==> src/rtl/tetris.sv <==
// rtl/tetris.sv - shared opcode set for the plate and its opcode sources
package tetris;

  typedef enum logic [2:0] {
    eNop       = 3'd0,
    eNew       = 3'd1,
    eMoveDown  = 3'd2,
    eMoveLeft  = 3'd3,
    eMoveRight = 3'd4,
    eRotate    = 3'd5,
    eCommit    = 3'd6,
    eCheck     = 3'd7
  } opcode_e;

endpackage

==> src/rtl/game_sequencer.sv <==
// rtl/game_sequencer.sv - turns buttons and gravity into plate opcodes, runs the landing chain, keeps score
module game_sequencer
  import tetris::*;
#(
  parameter int gravity_period_p = 25_000_000,
  parameter int score_width_p    = 16
) (
  input  logic                     clk_i,
  input  logic                     reset_i,
  input  logic                     start_i,
  input  logic                     left_i,
  input  logic                     right_i,
  input  logic                     rotate_i,
  input  logic                     drop_i,
  output opcode_e                  opcode_o,
  output logic                     opcode_v_o,
  input  logic                     ready_i,
  input  logic                     done_i,
  output logic                     yumi_o,
  input  logic                     block_cannot_move_down_i,
  input  logic                     lose_i,
  input  logic [2:0]               line_elimination_i,
  input  logic                     line_elimination_v_i,
  output logic                     playing_o,
  output logic                     game_over_o,
  output logic [score_width_p-1:0] score_o,
  output logic [score_width_p-1:0] lines_o
);

  localparam int cnt_w = (gravity_period_p > 2) ? $clog2(gravity_period_p) : 1;

  typedef enum logic [2:0] {eIdle, eDecide, eIssue, eWait, eOver} state_e;

  state_e                   r_state;
  opcode_e                  r_opcode;
  logic                     r_opcode_v;
  logic                     r_left, r_right, r_rot, r_drop, r_tick;
  logic [cnt_w-1:0]         r_cnt;
  logic [score_width_p-1:0] r_score, r_lines;

  logic                     w_running, w_wrap, w_start;
  logic                     w_sel;
  opcode_e                  w_sel_op;
  logic                     w_clr_left, w_clr_right, w_clr_rot, w_clr_drop, w_clr_tick;
  logic [2:0]               w_lines_n;
  logic [3:0]               w_pts;
  logic [score_width_p:0]   w_line_sum, w_score_sum;

  assign w_running = (r_state == eDecide) || (r_state == eIssue) || (r_state == eWait);
  assign w_wrap    = w_running && (r_cnt == cnt_w'(gravity_period_p - 1));
  assign w_start   = (r_state == eIdle) && start_i;

  // One source per eDecide cycle; drop outranks gravity so a hard drop is never interleaved.
  always_comb begin
    w_sel       = 1'b0;
    w_sel_op    = eNop;
    w_clr_left  = 1'b0;
    w_clr_right = 1'b0;
    w_clr_rot   = 1'b0;
    w_clr_drop  = 1'b0;
    w_clr_tick  = 1'b0;
    if (r_state == eDecide) begin
      if (r_drop) begin
        w_sel      = 1'b1;
        w_sel_op   = block_cannot_move_down_i ? eCommit : eMoveDown;
        w_clr_drop = block_cannot_move_down_i;
      end else if (r_tick) begin
        w_sel      = 1'b1;
        w_sel_op   = block_cannot_move_down_i ? eCommit : eMoveDown;
        w_clr_tick = 1'b1;
      end else if (r_rot) begin
        w_sel     = 1'b1;
        w_sel_op  = eRotate;
        w_clr_rot = 1'b1;
      end else if (r_left) begin
        w_sel      = 1'b1;
        w_sel_op   = eMoveLeft;
        w_clr_left = 1'b1;
      end else if (r_right) begin
        w_sel       = 1'b1;
        w_sel_op    = eMoveRight;
        w_clr_right = 1'b1;
      end
    end
  end

  assign w_lines_n = (line_elimination_i <= 3'd4) ? line_elimination_i : 3'd0;

  always_comb begin
    w_pts = 4'd0;
    case (line_elimination_i)
      3'd1:    w_pts = 4'd1;
      3'd2:    w_pts = 4'd3;
      3'd3:    w_pts = 4'd5;
      3'd4:    w_pts = 4'd8;
      default: w_pts = 4'd0;
    endcase
  end

  assign w_line_sum  = {1'b0, r_lines} + (score_width_p + 1)'(w_lines_n);
  assign w_score_sum = {1'b0, r_score} + (score_width_p + 1)'(w_pts);

  always_ff @(posedge clk_i) begin
    if (reset_i) begin
      r_state    <= eIdle;
      r_opcode   <= eNop;
      r_opcode_v <= 1'b0;
      r_left     <= 1'b0;
      r_right    <= 1'b0;
      r_rot      <= 1'b0;
      r_drop     <= 1'b0;
      r_tick     <= 1'b0;
      r_cnt      <= '0;
      r_score    <= '0;
      r_lines    <= '0;
    end else begin
      // A pulse landing on the cycle its bit is consumed re-arms it.
      r_left  <= (r_left  & ~w_clr_left)  | (left_i   & w_running);
      r_right <= (r_right & ~w_clr_right) | (right_i  & w_running);
      r_rot   <= (r_rot   & ~w_clr_rot)   | (rotate_i & w_running);
      r_drop  <= (r_drop  & ~w_clr_drop)  | (drop_i   & w_running);
      r_tick  <= (r_tick  & ~w_clr_tick)  | w_wrap;
      if (w_running) r_cnt <= w_wrap ? '0 : r_cnt + 1'b1;

      if (w_start) begin
        r_score <= '0;
        r_lines <= '0;
      end else if (line_elimination_v_i) begin
        r_lines <= w_line_sum[score_width_p]  ? '1 : w_line_sum[score_width_p-1:0];
        r_score <= w_score_sum[score_width_p] ? '1 : w_score_sum[score_width_p-1:0];
      end

      case (r_state)
        eIdle: begin
          if (start_i) begin
            r_opcode   <= eNew;
            r_opcode_v <= 1'b1;
            r_cnt      <= '0;
            r_left     <= 1'b0;
            r_right    <= 1'b0;
            r_rot      <= 1'b0;
            r_drop     <= 1'b0;
            r_tick     <= 1'b0;
            r_state    <= eIssue;
          end
        end
        eDecide: begin
          if (w_sel) begin
            r_opcode   <= w_sel_op;
            r_opcode_v <= 1'b1;
            r_state    <= eIssue;
          end
        end
        eIssue: begin
          if (ready_i) begin
            r_opcode_v <= 1'b0;
            r_state    <= eWait;
          end
        end
        eWait: begin
          if (lose_i) begin
            r_opcode <= eNop;
            r_state  <= eOver;
          end else if (done_i) begin
            case (r_opcode)
              eCommit: begin
                r_opcode   <= eCheck;
                r_opcode_v <= 1'b1;
                r_state    <= eIssue;
              end
              eCheck: begin
                r_opcode   <= eNew;
                r_opcode_v <= 1'b1;
                r_state    <= eIssue;
              end
              default: r_state <= eDecide;
            endcase
          end
        end
        eOver:   r_state <= eOver;
        default: r_state <= eIdle;
      endcase
    end
  end

  assign opcode_o    = r_opcode;
  assign opcode_v_o  = r_opcode_v;
  assign yumi_o      = (r_state == eWait) && done_i;
  assign playing_o   = w_running;
  assign game_over_o = (r_state == eOver);
  assign score_o     = r_score;
  assign lines_o     = r_lines;

endmodule

==> config.mk <==
export PLATFORM = sky130hd
export DESIGN_NAME = game_sequencer
export DESIGN_NICKNAME = d
export VERILOG_FILES = /design/src/rtl/tetris.sv /design/src/rtl/game_sequencer.sv
export SDC_FILE = /design/constraint.sdc
export NUM_CORES = 1
export LEC_CHECK = 0
export CAP_MARGIN = 0
export CORE_MARGIN = 1.5
export CORE_UTILIZATION = 25
export DETAILED_ROUTE_END_ITERATION = 10
export PLACE_DENSITY = 0.41
export SYNTH_ARGS = -nofsm -noshare
export SYNTH_HDL_FRONTEND = slang
export SYNTH_SLANG_ARGS = --single-unit
==> constraint.sdc <==
create_clock -name clk_i -period 6.5 [get_ports clk_i]
set_input_delay 1.3 -clock clk_i [delete_from_list [all_inputs] [get_ports clk_i]]
set_output_delay 1.3 -clock clk_i [all_outputs]
set_load 0.05 [all_outputs]
* Word level (Yosys, flattened, before mapping)
Cells that the tools add are included.
** Storage, ports and cells
- Bits in registers :: 69
- Output and inout port bits :: 39
** Operators by class
- Add/sub/neg operators :: 3
- Order comparisons :: 1
- Eq/ne operators :: 19
- Muxes and demuxes :: 69
- Bitwise gates (word level) :: 19
- Reduce and logical (&&, ||, !) cells :: 13
** Operators by type and width (number)
- 25-bit two-way mux :: 4
- 3-bit two-way mux :: 16
- 1-bit two-way mux :: 41
- 16-bit two-way mux :: 2
- 25-bit by 1-bit adder with 25-bit output, second input constant :: 1
- 25-bit equality test, second input constant :: 1
- 16-bit by 3-bit adder with 17-bit output :: 1
- 16-bit by 4-bit adder with 17-bit output :: 1
- 4-bit one-hot mux with 4 select lines :: 1
- 3-bit one-hot mux with 5 select lines :: 1
- 3-bit by 2-bit equality test with 1-bit output, second input constant :: 4
- 3-bit equality test, second input constant :: 4
- 2-bit != test, second input constant :: 6
- 1-bit bitwise AND :: 9
- 3-bit one-hot mux with 3 select lines :: 1
- 7-bit AND reduction :: 1
- 3-bit by 1-bit equality test with 1-bit output, second input constant :: 2
- 3-bit one-hot mux with 2 select lines :: 1
- 1-bit inverter :: 5
- 1-bit bitwise OR :: 5
- 5-bit AND reduction :: 1
- 4-bit by 2-bit != test with 1-bit output, second input constant :: 1
- 1-bit one-hot mux with 4 select lines :: 1
- 4-bit AND reduction :: 1
- other kinds (9) :: 13

* Longest topological paths before layout
Gate-level depths: netlist of run 1.
- Depth in word-level cells :: 11
- Depth in mapped cells :: 9
- Gate-level depth less buffers :: 9

* Least setup slack after synthesis of run 1
No wires, ideal clock.
- Kind :: in2reg
- Start :: input line_elimination_i[0]
- End :: register r_score[14], in the netlist score_o[14]
- Arrival time :: 2945 ps
- Setup slack :: 3422 ps
- Stages on the path :: 9
- Path through :: nor2_1 > nor2_1 > ha_1 > fa_1 > a211oi_1 > nor2_1 > and3_1 > nand2_1 > a31oi_1
** On the way
- Word-level cells in the longest chain between the ends :: 4
- Elaborated cells between the ends (all ways) :: 7
- Those cells by class :: 1 x add/sub; 4 x eq/ne; 2 x mux
** Ends and longest elaborated chain
- start, declared :: RTL line game_sequencer.sv:22 : input logic [2:0] line_elimination_i,
- 3-bit equality test, or another cell as far along :: RTL line game_sequencer.sv:91 : case (line_elimination_i)
- 4-bit one-hot mux with 4 select lines * :: RTL line game_sequencer.sv:91
- 16-bit by 4-bit adder with 17-bit output * :: RTL line game_sequencer.sv:101 : assign w_score_sum = {1'b0, r_score} + (score_width_p + 1)'(w_pts);
- 16-bit two-way mux * :: RTL line game_sequencer.sv:130 : r_score <= w_score_sum[score_width_p] ? '1 : w_score_sum[score_width_p-1:0];
- end signal, assigned :: RTL line game_sequencer.sv:130
- end, declared :: RTL line game_sequencer.sv:39 : logic [score_width_p-1:0] r_score, r_lines;
Mark *: on every way between the ends. The rest lies on a longest branch, timed or not.
A chain may end at the register's enable or synchronous reset.

* Worst setup path after layout of run 1
- Start :: input done_i
- End :: output yumi_o
** On the way
- Word-level cells in the longest chain between the ends :: 1
** Ends and longest elaborated chain
- start, declared :: RTL line game_sequencer.sv:18 : input logic done_i,
- 1-bit logical AND :: RTL line game_sequencer.sv:188 : assign yumi_o = (r_state == eWait) && done_i;
- end, declared :: RTL line game_sequencer.sv:19 : output logic yumi_o,
No other way between the ends.

==> flow_summary.ini, run 1 <==
[detailed_routing]
m1WireLength_um = 4189
drt_drc_violations_left = 0
wl_final_um = 8556
detailedRoute.firstPassIterationCount = 4
maxUsedRoutingLayer = met4
drtAntennaViolNets = 0
met3RoutedLength_um = 385
routed_via_density = 4.767
routed_length_per_instance_um = 13.45
initialDrtViolationCount = 148
via_count = 3032
wl_met2_um = 3896

[logic_synthesis]
synth-main-ff-cell = sky130_fd_sc_hd__dfxtp_1
seq_area_frac_synth_pct = 39.44
synth_top_cells_by_area = sky130_fd_sc_hd__dfxtp_1, sky130_fd_sc_hd__xor2_1, sky130_fd_sc_hd__nor2_1
synth-edff-count = 0
post_synth_instance_area_mm2 = 0.003502
synth.yosys.warnings = 0
syn-mean-instance-area_um2 = 8.690
synth-seq-cells = 69
number_of_distinct_library_cell_variants_in_the_gate_level_netlist_after_synthesis = 56
synthesis.nets = 428
synthesis.instances = 403
top_cell_type_by_total_area_after_synthesis = sky130_fd_sc_hd__dfxtp_1
postSynth.asyncResetShare_pct = 0
synth_top_cell_area_share_pct = 39.44

[setup_path]
cp.buffers_inverters = 2
crit_family = buffers and inverters
crit_path_top_delay_cell = sky130_fd_sc_hd__clkdlybuf4s50_1
cp.arrival_ns = 2.77
critPathKind = input port to output pin
critical_path_end_type = output pin
critPathMaxStageDelay_ns = 0.80
crit_path_frequent_cell = sky130_fd_sc_hd__clkdlybuf4s50_1
cp-start-kind = input port
cp_data_required_time_ns = 5.20
worst-path-max-fanout = 4
ordered_cell_list_for_the_critical_path = clkdlybuf4s50_1, and3_1, clkdlybuf4s50_1

[sta]
clock_skew_ns = 0.006087
fin_tns_setup_ns = 0
final-hold-violation-count = 0
timing.slew.headroom_pct = 25.56
final-max-slew-violation-count = 0
timing.final.crit_share_pct = 62.68
unrepaired_setup_endpoints_after_global_routing = no
worst-slew-pin-transition_ns = 1.111
fin_crit_ns = 4.074
timing.fmax_ghz = 0.2454
finalSetupViolations = 0

[layout]
drive_gt1_share_pct = 6.798
layout.nets = 477
final.fill_count = 1487
antenna_diode_count = 0
areaGrowthSynthToFinish_pct = 27.15
stdcell_count = 636

[die]
dieArea_mm2 = 0.01473
ioPinCount = 54
die_width_um = 121.4
start_util_pct = 25.43
coreArea_mm2 = 0.01377
die_height_um = 121.4
core.rowCount = 43

[grt]
grt_start_max_net_pins = 33
groute.usage.overall_pct = 12.62
grt_remaining_overflow = 0
wire_length_of_the_first_global_routing_pass_um = 14750
grt_antenna_before_repair = 0
first_global_vias = 3055

[clocking]
clkLatencyLatePin_ns = 0.33
cts-buffers-inserted = 9
h-tree-depth = 3
tritoncts = built
post_cts.resized_instances = 0
clk_root_buffer_cell = sky130_fd_sc_hd__clkbuf_16
clock_transition_time_at_the_flip_flop_clock_pins_of_the_worst_setup_and_hold_paths_ns = 0.06
tritoncts_num_sinks = 69
postCtsSetupBuffers = 0
clock_buffer_depth = 2
cts_hold_buf = 0

[outcome]
outcome = complete, no violations

[pwr]
leakagePower_uw = 0.001533
max-vdd-ir-drop_uv = 115.4
power_uw = 1087
power-per-cell-area_mw_per_mm2 = 244.2

[hold_path]
min-delay-path-class = flop to flop

[job]
max_cap_violations = 0

[placement]
hpwlAfterDp_um = 6036
buffers_added_on_ports = 53
dpl.cell_count = 621
place_congestion = 0.7304
## cell families (layout without fill, tap and decap cells)
group	after synthesis	after routing	synth area share [%]
AO/OA/AOI/OAI	82	82	15.22
XOR/XNOR	42	42	10.50
AND/OR/NAND/NOR	178	178	27.69
adder cells (fa/ha/maj)	10	10	4.002
buffers and inverters	22	75	3.144
flip-flops	69	69	39.44
## cell usage in the layout (no fill, tap or decap), types with 4 or more instances in the layout
| cell | netlist | final |
|---|---|---|
| sky130_fd_sc_hd__nor2b_1 | 9 | 9 |
| sky130_fd_sc_hd__xnor2_1 | 10 | 10 |
| sky130_fd_sc_hd__ha_1 | 8 | 8 |
| sky130_fd_sc_hd__a211oi_1 | 4 | 4 |
| sky130_fd_sc_hd__nand2_1 | 28 | 28 |
| sky130_fd_sc_hd__inv_1 | 6 | 6 |
| sky130_fd_sc_hd__and4_1 | 4 | 4 |
| sky130_fd_sc_hd__and3_1 | 11 | 11 |
| sky130_fd_sc_hd__xor2_1 | 32 | 32 |
| sky130_fd_sc_hd__o21ai_0 | 19 | 19 |
| sky130_fd_sc_hd__nand4_1 | 16 | 16 |
| sky130_fd_sc_hd__a21oi_1 | 24 | 24 |
| sky130_fd_sc_hd__clkdlybuf4s50_1 | 0 | 53 |
| sky130_fd_sc_hd__a31oi_1 | 12 | 12 |
| sky130_fd_sc_hd__a311oi_1 | 5 | 5 |
| sky130_fd_sc_hd__clkbuf_16 | 0 | 9 |
| sky130_fd_sc_hd__nor2_1 | 51 | 51 |
| sky130_fd_sc_hd__nand3_1 | 28 | 28 |
| sky130_fd_sc_hd__nor3_1 | 4 | 4 |
| sky130_fd_sc_hd__dfxtp_1 | 69 | 69 |
## cell usage after synthesis, types with 4 or more instances
| cell | n |
|---|---|
| sky130_fd_sc_hd__a211oi_1 | 4 |
| sky130_fd_sc_hd__a21oi_1 | 24 |
| sky130_fd_sc_hd__a311oi_1 | 5 |
| sky130_fd_sc_hd__a31oi_1 | 12 |
| sky130_fd_sc_hd__and3_1 | 11 |
| sky130_fd_sc_hd__and4_1 | 4 |
| sky130_fd_sc_hd__clkbuf_1 | 7 |
| sky130_fd_sc_hd__dfxtp_1 | 69 |
| sky130_fd_sc_hd__ha_1 | 8 |
| sky130_fd_sc_hd__inv_1 | 6 |
| sky130_fd_sc_hd__nand2_1 | 28 |
| sky130_fd_sc_hd__nand3_1 | 28 |
| sky130_fd_sc_hd__nand4_1 | 16 |
| sky130_fd_sc_hd__nor2_1 | 51 |
| sky130_fd_sc_hd__nor2b_1 | 9 |
| sky130_fd_sc_hd__nor3_1 | 4 |
| sky130_fd_sc_hd__o21ai_0 | 19 |
| sky130_fd_sc_hd__xnor2_1 | 10 |
| sky130_fd_sc_hd__xor2_1 | 32 |
## path summary, 6_finish.rpt
check             start         to  slack [ns]  depth (start not counted)
max              done_i     yumi_o        2.43                          3
min             r_right    r_right        0.50                          2
max reg2reg  r_state[1]  r_cnt[20]        3.93                          4
min reg2reg     r_right    r_right        0.50                          2
## worst reg2reg max path, stage by stage (launching register included)
cell and delay (ns):
sky130_fd_sc_hd__dfxtp_1 0.70, sky130_fd_sc_hd__nor2_1 0.13, sky130_fd_sc_hd__a31oi_1 0.86, sky130_fd_sc_hd__nand2_2 0.56, sky130_fd_sc_hd__nor2_1 0.24
## where the power goes
group          switching, uW  total [uW]  internal [uW]
sequential              21.9         460            439
combinational            104         163           59.4
clock                    176         463            287
## sequential cells by signal (all words and copies together) (netlist names), 3 cells and up
| name | flops |
|---|---|
| score_o | 16 |
| lines_o | 16 |
| opcode_o | 3 |
| r_cnt | 25 |
| r_state | 3 |
## per-stage QoR
step	util [%]	setup slack, ns	hold slack (ns)	instance area (um2)
finish	32.33	2.426	0.4953	4453
detailed placement	30.31	2.417	0.4822	4174
global route	32.33	2.360	0.5137	4453
global placement	30.31	2.439	0.4781	4174
CTS	32.33	2.412	0.4920	4453
floorplan	-	3.422	0.4613	3502
## layout make-up
class	instances	area (um2)	area share [%]
multi-input cells	312	2011	45.15
flip-flops and latches	69	1381	31.02
repair buffers	53	530.5	11.91
clock buffers	14	274.0	6.153
well taps	180	225.2	5.058
inverters	7	26.28	0.5901
clock inverters	1	5.005	0.1124
## metal layers
| metal | vias to the layer above | track usage, % |
|---|---|---|
| li1 | 1559 | - |
| met1 | 1423 | 16.11 |
| met2 | 43 | 19.81 |
| met3 | 7 | 4.652 |
| met4 | 0 | 3.750 |
| met5 | - | 0 |
No activity file was read; power rests on OpenSTA's default activity.
==> inputs of run 2 (changes only) <==
- PLACE_DENSITY: 0.41 -> 0.43
- clock period: 6.5 -> 3.6 ns (I/O delays scaled with it)
==> run 2 against run 1 <==
  * Non-clock buffer count grew 3
  * Sequential power grew 79%
  * Clock power grew 89%
  * Via count increased by 0.56%
  * Utilization rose by 0.27 points
==> flow_summary.ini, run 2 (synthesis results as in run 1) <==
[clocking]
tritoncts = built
h-tree-depth = 3
postCtsSetupBuffers = 0
clkLatencyLatePin_ns = 0.33
tritoncts_num_sinks = 69
cts_hold_buf = 0
post_cts.resized_instances = 0
clock_buffer_depth = 2
clk_root_buffer_cell = sky130_fd_sc_hd__clkbuf_16
clock_transition_time_at_the_flip_flop_clock_pins_of_the_worst_setup_and_hold_paths_ns = 0.06
cts-buffers-inserted = 9

[die]
ioPinCount = 54
die_width_um = 121.4
coreArea_mm2 = 0.01377
dieArea_mm2 = 0.01473
start_util_pct = 25.43
core.rowCount = 43
die_height_um = 121.4

[hold_path]
hold_start = r_cnt[1]
min-delay-path-class = flop to flop
hold-path-cell-count = 2
hold_end = r_cnt[1]

[grt]
grt_start_max_net_pins = 33
grt_antenna_before_repair = 0
wire_length_of_the_first_global_routing_pass_um = 14390
first_global_vias = 2904
grt_remaining_overflow = 0
groute.usage.overall_pct = 12.36

[sta]
unrepaired_setup_endpoints_after_global_routing = no
timing.final.crit_share_pct = 82.23
timing.fmax_ghz = 0.3378
final-hold-violation-count = 0
finalSetupViolations = 0
final-max-slew-violation-count = 0
timing.slew.headroom_pct = 53.18
fin_crit_ns = 2.960
worst-slew-pin-transition_ns = 0.7023
fin_tns_setup_ns = 0
clock_skew_ns = 0.004570

[layout]
largest-register = r_cnt
largest_register_ffs = 25
layout_commonest_cell = sky130_fd_sc_hd__dfxtp_1
layout.nets = 480
drive_gt1_share_pct = 7.609
areaGrowthSynthToFinish_pct = 28.22
final_design_area_no_fill_mm2 = 0.004491
antenna_diode_count = 0
final_cell_mix = sky130_fd_sc_hd__dfxtp_1, sky130_fd_sc_hd__clkdlybuf4s50_1, sky130_fd_sc_hd__nor2_1

[outcome]
outcome = complete, no violations

[detailed_routing]
detailedRoute.firstPassIterationCount = 4
initialDrtViolationCount = 158
drt_drc_violations_left = 0
routed_via_density = 4.764
routed_length_per_instance_um = 13.40
wl_final_um = 8578
via_count = 3049
drtAntennaViolNets = 0

[pwr]
power_uw = 2008
leakagePower_uw = 0.001552
max-vdd-ir-drop_uv = 236.4
power-per-cell-area_mw_per_mm2 = 447.2

[setup_path]
worst-path-max-fanout = 10
critical_path_end_type = output pin
worst-r2r-setup-slack_ns = 1.33
crit-reg2reg-launch = score_o[0]
timing.rr.end = score_o[14]
cp_data_required_time_ns = 2.88
critPathKind = flop to output pin
cp-start-kind = flop
cp.arrival_ns = 2.24
timing.reg2reg.worst_path_depth = 7

[placement]
place_congestion = 0.7901
dpl_cell_area_mm2 = 0.004197
buffers_added_on_ports = 53
hpwlAfterDp_um = 6055

[job]
max_cap_violations = 0
## run 2: changes by cell type in the layout (fill, tap and decap cells not counted), sizes merged
cell and delta:
clkinv +1, buf +3, clkinvlp +1, bufinv +1
clkbuf -2
## run 2: metrics by stage
stage / hold slack [ns] / setup WS (ns) / utilization (%) / cells
floorplan: 0.4613 / 1.102 / - / 403
global placement: 0.4750 / 0.3800 / 30.47 / 624
detailed placement: 0.4818 / 0.3379 / 30.47 / 624
CTS: 0.4899 / 0.6021 / 32.60 / 640
global route: 0.5199 / 0.4531 / 32.60 / 640
finish: 0.4870 / 0.6397 / 32.60 / 640
## run 2: critical path: stages (launching register included)
cell,delay [ns]
sky130_fd_sc_hd__dfxtp_1,0.41
sky130_fd_sc_hd__o21bai_4,0.34
sky130_fd_sc_hd__clkinv_1,0.35
sky130_fd_sc_hd__clkdlybuf4s50_1,0.80
## run 2: worst max path at each step
stage | from | end
final | r_state[0] | playing_o
after global routing | line_elimination_i[0] | score_o[14]
after CTS | r_state[0] | playing_o
after detailed placement | line_elimination_i[0] | score_o[14]
after global placement | line_elimination_i[0] | score_o[14]
after floorplan | line_elimination_i[0] | score_o[14]
## run 2: cell type report
| class | instances | area (um2) |
|---|---|---|
| flip-flops and latches | 69 | 1381 |
| multi-input cells | 312 | 2011 |
| well taps | 180 | 225.2 |
| repair buffers | 56 | 553.0 |
| clock inverters | 4 | 47.55 |
| clock buffers | 12 | 246.5 |
| fillers | 1499 | 9283 |
| inverters | 7 | 26.28 |
## run 2: layer usage
layer,wire (um),vias up,track usage (%)
met5,0,-,0
met4,73,0,3.824
met3,388,5,4.981
met2,3861,45,18.68
met1,4255,1435,16.05
li1,-,1564,-
## run 2: report_power, final
group          switching (uW)  internal, uW
clock                     324           553
combinational             195           112
sequential               32.5           792
==> inputs of run 3 (changes only) <==
- PLACE_DENSITY: 0.43 -> 0.41
- clock period: 3.6 -> 2.83 ns (I/O delays scaled with it)
==> run 3 against run 2 <==
  * Utilization up 1.3 points
  * Die area unchanged
  * Via count up 1.0%
==> flow_summary.ini, run 3 (synthesis results as in run 1) <==
[clocking]
tritoncts_num_sinks = 69
clock_transition_time_at_the_flip_flop_clock_pins_of_the_worst_setup_and_hold_paths_ns = 0.05
cts_hold_buf = 0
tritoncts = built
clock_buffer_depth = 2
post_cts.resized_instances = 0
cts-buffers-inserted = 9
postCtsSetupBuffers = 0
h-tree-depth = 3
clk_root_buffer_cell = sky130_fd_sc_hd__clkbuf_16
clkLatencyLatePin_ns = 0.34

[placement]
hpwlAfterDp_um = 6299
buffers_added_on_ports = 53
place_congestion = 0.7276
dpl_cell_area_mm2 = 0.004322
dpl.cell_count = 641

[outcome]
outcome = complete, no violations

[pwr]
p_sw_share_pct = 26.34
max-vdd-ir-drop_uv = 242.1
power_switching_uw = 732.4
share_seq_of_total_power_pct = 37.9
share_comb_of_total_power_pct = 14.6
leakagePower_uw = 0.001660
power-per-cell-area_mw_per_mm2 = 595.3
intPower_uw = 2048
clockPowerShare_pct = 47.5

[sta]
worst-slew-pin-transition_ns = 0.6473
final-max-slew-violation-count = 0
timing.final.crit_share_pct = 92.48
clock_skew_ns = 0.006170
timing.slew.headroom_pct = 56.52
unrepaired_setup_endpoints_after_global_routing = no
final-hold-violation-count = 0
timing.fmax_ghz = 0.3821
fin_crit_ns = 2.617
finalSetupViolations = 0

[layout]
areaGrowthSynthToFinish_pct = 33.37
layout.nets = 497
multi_input_comb_area_mm2 = 0.002011
seq_area_mm2 = 0.001381
stdcell_count = 657
final.fill_count = 1461
largest-register = r_cnt
drive_gt1_share_pct = 11.53
largest_register_ffs = 25
antenna_diode_count = 0
layout_commonest_cell = sky130_fd_sc_hd__dfxtp_1
final_design_area_no_fill_mm2 = 0.004671
final_cell_mix = sky130_fd_sc_hd__dfxtp_1, sky130_fd_sc_hd__clkdlybuf4s50_1, sky130_fd_sc_hd__nor2_1

[die]
dieArea_mm2 = 0.01473
coreArea_mm2 = 0.01377
die_height_um = 121.4
ioPinCount = 54
start_util_pct = 25.43
core.rowCount = 43
die_width_um = 121.4

[hold_path]
min-delay-path-class = flop to flop

[detailed_routing]
drt_drc_violations_left = 0
drtAntennaViolNets = 0
routed_via_density = 4.688
initialDrtViolationCount = 225
wl_final_um = 8878
detailedRoute.firstPassIterationCount = 4
via_count = 3080
routed_length_per_instance_um = 13.51

[setup_path]
timing.rr.end = score_o[14]
cp.arrival_ns = 2.05
critical_path_end_type = output pin
worst_setup_path_startpoint = r_state[1]
crit-reg2reg-launch = score_o[0]
critPathKind = flop to output pin
timing.reg2reg.worst_path_depth = 7
cp-start-kind = flop
worst-r2r-setup-slack_ns = 0.77
setup.worst_path.end = playing_o
ordered_cell_list_for_the_critical_path = o21bai_4, clkinv_1, clkdlybuf4s50_1
worst-path-max-fanout = 9
critPathMaxStageDelay_ns = 0.74
cp_data_required_time_ns = 2.26
crit_path_top_delay_cell = sky130_fd_sc_hd__clkdlybuf4s50_1

[grt]
grt_antenna_before_repair = 0
grt_start_max_net_pins = 22
groute.usage.overall_pct = 13.09
wire_length_of_the_first_global_routing_pass_um = 15170
grt_remaining_overflow = 0
first_global_vias = 3026

[job]
max_cap_violations = 0
run 3: changes by cell type in the layout (fill, tap and decap cells not counted), sizes merged:
cell / previous run / this run
clkbuf: 12 / 10
clkinv: 3 / 2
clkdlybuf4s50: 53 / 52
buf: 3 / 21
clkinvlp: 1 / 2
bufinv: 1 / 3
run 3: cell type report:
class,instances,area share (%)
clock buffers,10,5.117
clock inverters,6,2.357
inverters,7,0.5626
multi-input cells,312,43.05
flip-flops and latches,69,29.57
well taps,180,4.822
repair buffers,73,14.52
run 3: worst max-delay path, delay by kind of cell, from the launching register on:
kind | cells | cell delay, ns
AOI/OAI and AO/OA | 1 | 0.35
buffers and inverters | 2 | 0.95
DFF | 1 | 0.42
run 3: metrics by stage:
stage | total power [uW] | hold slack [ns] | utilization, % | setup TNS [ns] | worst slack [ns]
5_1_grt | 2901 | 0.5121 | 33.91 | 0 | 0.001808
3_5_place_dp | 1484 | 0.4841 | 31.38 | -0.6777 | -0.08872
6_report | 2780 | 0.4969 | 33.91 | 0 | 0.2130
2_1_floorplan | 1346 | 0.4613 | - | 0 | 0.4858
3_3_place_gp | 1486 | 0.4763 | 31.38 | -0.4893 | -0.08370
4_1_cts | 2822 | 0.4953 | 33.91 | 0 | 0.1862
run 3: how the worst min path moves through the flow:
stage               slack [ns]  depth (start not counted)     start        to
finish                    0.50                          2  r_cnt[1]  r_cnt[1]
global route              0.51                          2  r_cnt[1]  r_cnt[1]
CTS                       0.50                          2  r_cnt[1]  r_cnt[1]
detailed placement        0.48                          2   r_right   r_right
global placement          0.48                          2  r_cnt[1]  r_cnt[1]
floorplan                 0.46                          2   r_right   r_right
run 3: layer usage:
| metal | GRT usage, % | wire length, um | vias up |
|---|---|---|---|
| li1 | - | - | 1592 |
| met1 | 17.36 | 4493 | 1428 |
| met2 | 19.77 | 3865 | 52 |
| met3 | 4.323 | 384 | 8 |
| met4 | 4.632 | 134 | 0 |
| met5 | 0 | 0 | - |
run 3: power groups by stage:
stage,logic [uW],clock network [uW],registers [uW]
2_1_floorplan,224,0,1120
3_3_place_gp,411,0,1070
3_5_place_dp,410,0,1070
4_1_cts,412,1360,1050
5_1_grt,445,1400,1060
6_report,407,1320,1050
